`config.mk`:
```
export PLATFORM = sky130hd
export DESIGN_NAME = delay_pipe
export DESIGN_NICKNAME = d
export VERILOG_FILES = /design/src/rtl/delay_pkg.sv /design/src/rtl/delay_stage.sv /design/src/rtl/delay_pipe.sv
export SDC_FILE = /design/constraint.sdc
export NUM_CORES = 1
export LEC_CHECK = 0
export BUFFER_PORTS_ARGS = -buffer_cell sky130_fd_sc_hd__buf_2
export CAP_MARGIN = 40
export CORE_UTILIZATION = 48
export CTS_CLUSTER_DIAMETER = 120
export DETAILED_ROUTE_END_ITERATION = 8
export GPL_TIMING_DRIVEN = 0
export PLACE_DENSITY = 0.9
export SLEW_MARGIN = 25
export SYNTH_ARGS = -nofsm -noshare
export SYNTH_HDL_FRONTEND = slang
export SYNTH_SLANG_ARGS = --single-unit
```
`constraint.sdc`:
```
create_clock -name clk_i -period 2.5 [get_ports clk_i]
set_input_delay 0.25 -clock clk_i [delete_from_list [all_inputs] [get_ports clk_i]]
set_output_delay 0.25 -clock clk_i [all_outputs]
set_load 0.01 [all_outputs]
```
`src/rtl/delay_pkg.sv`:
```
// Shared types and helpers for the delay_pipe slice.
// Provides the tap-select width function, the per-stage struct macro and the
// priority encoding (reset > flush > stall > shift) used by every register.

`define DELAY_STAGE_T(name_, width_) typedef struct packed { logic valid; logic [(width_)-1:0] data; } name_

package delay_pkg;

  // What a pipeline register does on the next rising edge, highest priority first.
  typedef enum logic [1:0] {
    OP_RESET = 2'd0,
    OP_FLUSH = 2'd1,
    OP_HOLD  = 2'd2,
    OP_SHIFT = 2'd3
  } stage_op_t;

  // Width of a selector that must encode 0..depth inclusive.
  function automatic int sel_width(input int depth);
    return $clog2(depth + 1);
  endfunction

  // Single point of truth for the control priority.
  function automatic stage_op_t stage_op(input logic rst_n, input logic flush, input logic stall);
    if (!rst_n)     return OP_RESET;
    else if (flush) return OP_FLUSH;
    else if (stall) return OP_HOLD;
    else            return OP_SHIFT;
  endfunction

endpackage

```
`src/rtl/delay_stage.sv`:
```
// One delay-line register carrying data plus a valid bit.
// Ports: clk_i, rst_ni (sync, active-low), stall_i, flush_i, valid_i/data_i in,
//        valid_o/data_o registered out (one cycle latency, holds while stalled).

module delay_stage
  import delay_pkg::*;
#(
  parameter int               WIDTH       = 32,
  parameter logic [WIDTH-1:0] RESET_VALUE = '0
) (
  input  logic             clk_i,
  input  logic             rst_ni,
  input  logic             stall_i,
  input  logic             flush_i,
  input  logic             valid_i,
  input  logic [WIDTH-1:0] data_i,
  output logic             valid_o,
  output logic [WIDTH-1:0] data_o
);

  `DELAY_STAGE_T(stage_t, WIDTH);

  stage_t stage_q, stage_d;

  always_comb begin
    stage_d = stage_q;
    unique case (stage_op(rst_ni, flush_i, stall_i))
      OP_RESET, OP_FLUSH: stage_d = '{valid: 1'b0, data: RESET_VALUE};
      OP_HOLD:            stage_d = stage_q;
      OP_SHIFT: begin
        stage_d.valid = valid_i;
        // Bubbles are scrubbed so an invalid stage never carries stale data.
        stage_d.data  = valid_i ? data_i : RESET_VALUE;
      end
      default:            stage_d = stage_q;
    endcase
  end

  always_ff @(posedge clk_i) begin
    if (!rst_ni) stage_q <= '{valid: 1'b0, data: RESET_VALUE};
    else         stage_q <= stage_d;
  end

  assign valid_o = stage_q.valid;
  assign data_o  = stage_q.data;

endmodule

```
`src/rtl/delay_pipe.sv`:
```
// DEPTH-stage WIDTH-bit delay line with per-stage valid, stall, flush, tap mux and count.
// Ports: clk_i, rst_ni (sync, active-low), stall_i, flush_i, in_valid_i, in_i, tap_sel_i;
//        out_o/out_valid_o (comb tap), taps_o/taps_valid_o (all stages), count_o (registered).

module delay_pipe
  import delay_pkg::*;
#(
  parameter int               WIDTH       = 32,
  parameter int               DEPTH       = 4,
  parameter logic [WIDTH-1:0] RESET_VALUE = '0,
  localparam int              SELW        = sel_width(DEPTH)
) (
  input  logic                   clk_i,
  input  logic                   rst_ni,
  input  logic                   stall_i,
  input  logic                   flush_i,
  input  logic                   in_valid_i,
  input  logic [WIDTH-1:0]       in_i,
  input  logic [SELW-1:0]        tap_sel_i,
  output logic [WIDTH-1:0]       out_o,
  output logic                   out_valid_o,
  output logic [DEPTH*WIDTH-1:0] taps_o,
  output logic [DEPTH-1:0]       taps_valid_o,
  output logic [SELW-1:0]        count_o
);

  if (DEPTH < 1) begin : g_bad_depth
    $error("delay_pipe: DEPTH must be >= 1");
  end

  logic             stg_vld [DEPTH];
  logic [WIDTH-1:0] stg_dat [DEPTH];

  for (genvar i = 0; i < DEPTH; i++) begin : g_stage
    logic             vin;
    logic [WIDTH-1:0] din;

    if (i == 0) begin : g_head
      assign vin = in_valid_i;
      assign din = in_i;
    end else begin : g_body
      assign vin = stg_vld[i-1];
      assign din = stg_dat[i-1];
    end

    delay_stage #(
      .WIDTH       (WIDTH),
      .RESET_VALUE (RESET_VALUE)
    ) u_stage (
      .clk_i   (clk_i),
      .rst_ni  (rst_ni),
      .stall_i (stall_i),
      .flush_i (flush_i),
      .valid_i (vin),
      .data_i  (din),
      .valid_o (stg_vld[i]),
      .data_o  (stg_dat[i])
    );

    assign taps_o[i*WIDTH +: WIDTH] = stg_dat[i];
    assign taps_valid_o[i]          = stg_vld[i];
  end

  // Occupancy tracks the valid bits incrementally. Modular SELW arithmetic is
  // exact here: when full, a valid input is always paired with a valid drop.
  logic [SELW-1:0] count_q, count_d;

  always_comb begin
    count_d = count_q;
    unique case (stage_op(rst_ni, flush_i, stall_i))
      OP_RESET, OP_FLUSH: count_d = '0;
      OP_HOLD:            count_d = count_q;
      OP_SHIFT:           count_d = count_q + SELW'(in_valid_i) - SELW'(stg_vld[DEPTH-1]);
      default:            count_d = count_q;
    endcase
  end

  always_ff @(posedge clk_i) begin
    if (!rst_ni) count_q <= '0;
    else         count_q <= count_d;
  end

  assign count_o = count_q;

  // Tap 0 is the live input; taps beyond DEPTH clamp to the oldest stage.
  always_comb begin
    out_o       = in_i;
    out_valid_o = in_valid_i;
    for (int k = 0; k < DEPTH; k++) begin
      if ((int'(tap_sel_i) == k + 1) || ((k == DEPTH - 1) && (int'(tap_sel_i) > DEPTH))) begin
        out_o       = stg_dat[k];
        out_valid_o = stg_vld[k];
      end
    end
  end

endmodule

```
; ---- After elaboration in Yosys (flattened, before gate mapping)
; Cells that the tools add are included.
[word_totals]
in_bits = 40
reg_bits = 135
output_inout_bits = 168
elab_cells = 42
[classes]
n_addsub = 2
n_mux = 20
eq_ne = 7
n_reduce_logical = 3
order_cmp = 1
[op_table]
columns = op, n
row1 = one-hot mux 33 bit (2 select lines), 4
row2 = two-way mux 32 bit, 8
row3 = "== test 3 bit, second input constant", 3
row4 = one-hot mux 3 bit (2 select lines), 1
row5 = two-way mux 1 bit, 5
row6 = "== test 2 bit, second input constant", 2
row7 = two-way mux 2 bit, 2
row8 = adder 3 x 1 -> 3 bit, 1
row9 = "== test 3 x 2 -> 1 bit, second input constant", 1
row10 = "greater-than comparator 3 bit, second input constant", 1
row11 = subtractor 3 x 1 -> 3 bit, 1
row12 = "== test 2 x 1 -> 1 bit, second input constant", 1
row13 = logical NOT 2 bit, 1
row14 = OR reduction 2 bit, 1
row15 = logical OR 1 bit, 1

; ---- Depth between registers and ports, before layout
[logic_depth]
depth_word = 6
mapped_depth = 9
depth_no_buf = 9

; ---- Hierarchy
; A second synthesis with hierarchy kept.
[unflattened]
hier_cells = 801
hier_area_um2 = 6831.6
[modules_own_cells]
columns = mod, n_inst, cells_per_inst, area_each_um2, seq_area_each_um2
row1 = delay_stage, 4, 147, 1328.8, 660.6
row2 = delay_pipe, 1, 213, 1516.5, 60.1

; ---- Least setup slack after synthesis
; No wires, ideal clock.
[synth_path]
path_type = reg-to-reg
from = register count_q[0] (netlist: count_o[0])
to = register count_q[2] (netlist: count_o[2])
t_arrival_ps = 1863
path_slack_ps = 567
path_stages_with_launch = 10
setup_ps = 70
synth_period_minus_slack_ps = 1933
required_time_ps = 2430
path_buffers = 0
path_cell_list = dfxtp_1 inv_1 ha_1 inv_1 ha_1 inv_1 fa_1 xnor2_1 or3_1 a21oi_1
[synth_between]
elab_chain_len = 3
[synth_lines]
columns = item, line
row1 = from (decl), delay_pipe.sv:66  ; logic [SELW-1:0] count_q, count_d;
row2 = from (signal assigned), delay_pipe.sv:80  ; else count_q <= count_d;
row3 = adder 3 x 1 -> 3 bit, delay_pipe.sv:73  ; OP_SHIFT: count_d = count_q + SELW'(in_valid_i) - SELW'(stg_vld[DEPTH-1]);
row4 = subtractor 3 x 1 -> 3 bit, delay_pipe.sv:73
row5 = one-hot mux 3 bit (2 select lines), delay_pipe.sv:70  ; unique case (stage_op(rst_ni, flush_i, stall_i))
; No other way between the ends.
; A chain may end at the register's enable or synchronous reset.

; ---- Worst setup path in the final report
; Same ends and word-level chain as after synthesis.

==> impl_metrics.toml <==
[detailed_routing]
dr.pass1.iters = 5
drtIter0Drc = 642
num_vias = 5545
postRouteAntennaNets = 0
wl_per_cell_um = 20.9
post_drt_via_cell_ratio = 6.24
routed_wl_um = 18600
drc = 0

[floorplanning]
num_io_pins = 208
fp.dieH_um = 107
initial_core_util = 0.502
die_x_um = 107
core_sq_mm = 0.0105
dieArea_sq_mm = 0.0114
rows = 37

[synth]
synth_area_per_cell_sq_um = 10.9
synthTopCellsByArea = "dfxtp_1, a22o_1, o22ai_1"
yosysTopAreaCellShare = 0.515
ys_warn_count = 0
synth_seq_cells = 135
syn-num-nets = 525
synth_seq_area_share = 0.515
syn_area_sq_mm = 0.00525
synth.distinct_cells = 26
synth_largest_area_cell = "dfxtp_1"
synthCells = 482

[global_routing]
grt_pass1_vias = 5354
grt_first_pass_wirelength_um = 28400
overflow = 0
grt_max_degree = 17
grt_use_total = 0.327
antenna_found_initial = 0

[pwr]
power_density_mw_per_mm2 = 681
p_leak_nw = 3.53
peakVddDrop_mv = 0.444

[critical_path]
crit_type = "reg -> reg"
worstPathArrival_ps = 2470
critPathMaxFanout = 3
required_ps = 2930
start_kind = "register"
end_kind = "register"

[cts]
clk_latency_ps = 510
cts_tree = "built"
post_cts_buffers = 0
cts_resized = 0
clockBufferDepth = 2
root_buffer = "clkbuf_8"
path_clk_slew_ps = 60
cts_max_level = 4
numCtsBuffers = 17
cts.sinks = 135

[timing]
drv_slew = 0
setup-tns-final_ps = 0
max_slew.worst_pin.slew_ps = 599
hold_viol = 0
clock_skew_ps = 7.70
post-route-min-period_ps = 2040
holdWs_ps = 99.4
fmax_ghz = 0.490
rsz0062_at_grt = "no"
fin_crit_sh = 0.817
relSlewSlack = 0.601
finalSetupViolCount = 0

[cells_and_area]
num-fill-cells = 755
layout_common_cells = "buf_2, dfxtp_1, a22o_1"
drive_above_1_share = 0.387
nets = 783
area_delta_synth_final_pct = 39.9
layout_commonest_cell = "buf_2"
insertedDiodeCount = 0

[place]
dp_hpwl_um = 12400
io_buffers = 207
place.gp.congestion = 0.894

[worst_hold_path]
hp-class = "in -> reg"

[run_status]
outcome = "finished, final reports clean"

[job]
max_cap_viol_count = 0
[state kept, by name, indices dropped and copies added, names as in the netlist]
name and cells:
g_stage.u_stage.data_o 128, g_stage.u_stage.valid_o 4, count_o 3
[Yosys cell counts]
| cell | n |
|---|---|
| dfxtp_1 | 135 |
| a22o_1 | 128 |
| o22ai_1 | 66 |
| nand2_1 | 33 |
| o31ai_1 | 33 |
| buf_2 | 18 |
| buf_4 | 16 |
| buf_6 | 16 |
| clkbuf_1 | 6 |
| a21o_1 | 4 |
| and2_1 | 4 |
| inv_1 | 3 |
| nand2b_1 | 3 |
| nor2_1 | 3 |
| a21oi_1 | 2 |
| ha_1 | 2 |
| fa_1 | 1 |
| inv_2 | 1 |
| mux2i_1 | 1 |
| nand3b_1 | 1 |
| nor2_4 | 1 |
| nor3b_2 | 1 |
| o21ai_0 | 1 |
| o21ba_2 | 1 |
| or3_1 | 1 |
| xnor2_1 | 1 |
[worst max-delay path, cell delays in order, from the launching register on]
cell and delay (ps):
dfxtp_1 350, inv_1 50, ha_1 270, inv_1 60
ha_1 130, inv_1 50, fa_1 410, xnor2_1 150
or3_1 310, a21oi_1 170
[worst paths after layout]
kind / startpoint / endpoint / slack, ps / depth (start not counted)
setup reg to reg: count_o[0]$_SDFFE_PN0P_ / count_o[2]$_SDFFE_PN0P_ / 460 / 9
setup / recovery: count_o[0]$_SDFFE_PN0P_ / count_o[2]$_SDFFE_PN0P_ / 460 / 9
hold reg to reg: g_stage[1].u_stage.valid_o$_SDFFE_PN0P_ / g_stage[1].u_stage.valid_o$_SDFFE_PN0P_ / 510 / 1
hold / removal: stall_i / count_o[1]$_SDFFE_PN0P_ / 100 / 3
[area by class of cell]
class	instances	area (sq um)	share of cell area
Tap cell	136	170	0.0232
Buffer	56	413	0.0562
Clock buffer	20	445	0.0607
Inverter	4	15.0	0.00204
Multi-Input combinational cell	287	2120	0.288
Sequential cell	135	2700	0.368
Timing Repair Buffer	239	1360	0.185
Clock inverter	11	124	0.0169
[through the flow]
step                power [mW]   util  worst slack (ps)  std cells  area, sq um
floorplan                 2.42      -               567        482         5250
global placement          2.57  0.617               588        825         6450
detailed placement        2.58  0.617               445        825         6450
CTS                       4.99  0.702               417        888         7340
global route              5.14  0.702               292        888         7340
finish                    5.00  0.702               458        888         7340
[what timing repair did]
action | in CTS | in global routing
hold endpoints to repair | 32 | 0
hold buffers | 32 | 0
endpoints found under the setup margin | 0 | 0
[where the power goes]
part | switching (mW) | internal [mW] | total, mW
registers | 0.0135 | 2.16 | 2.18
logic | 0.231 | 0.175 | 0.406
clock network | 0.947 | 1.47 | 2.42
total | 1.19 | 3.81 | 5.00
[metal layers]
metal / share of wire / GRT usage
met5: 0 / 0
met2: 0.49 / 0.554
met3: 0.094 / 0.0681
met4: 0.035 / 0.154
met1: 0.38 / 0.396
[cell families (layout without fill, tap and decap cells)]
| family | count (synthesis) | count (layout) | synth area share |
|---|---|---|---|
| adders and majority gates | 3 | 3 | 0.00858 |
| DFF | 135 | 135 | 0.515 |
| muxes | 1 | 1 | 0.00191 |
| AOI/OAI and AO/OA | 235 | 235 | 0.350 |
| and+or+nand+nor | 47 | 47 | 0.0412 |
| buffers and inverters | 60 | 330 | 0.0815 |
| xor gates and xnor gates | 1 | 1 | 0.00167 |
No activity file was read; power rests on OpenSTA's default activity.
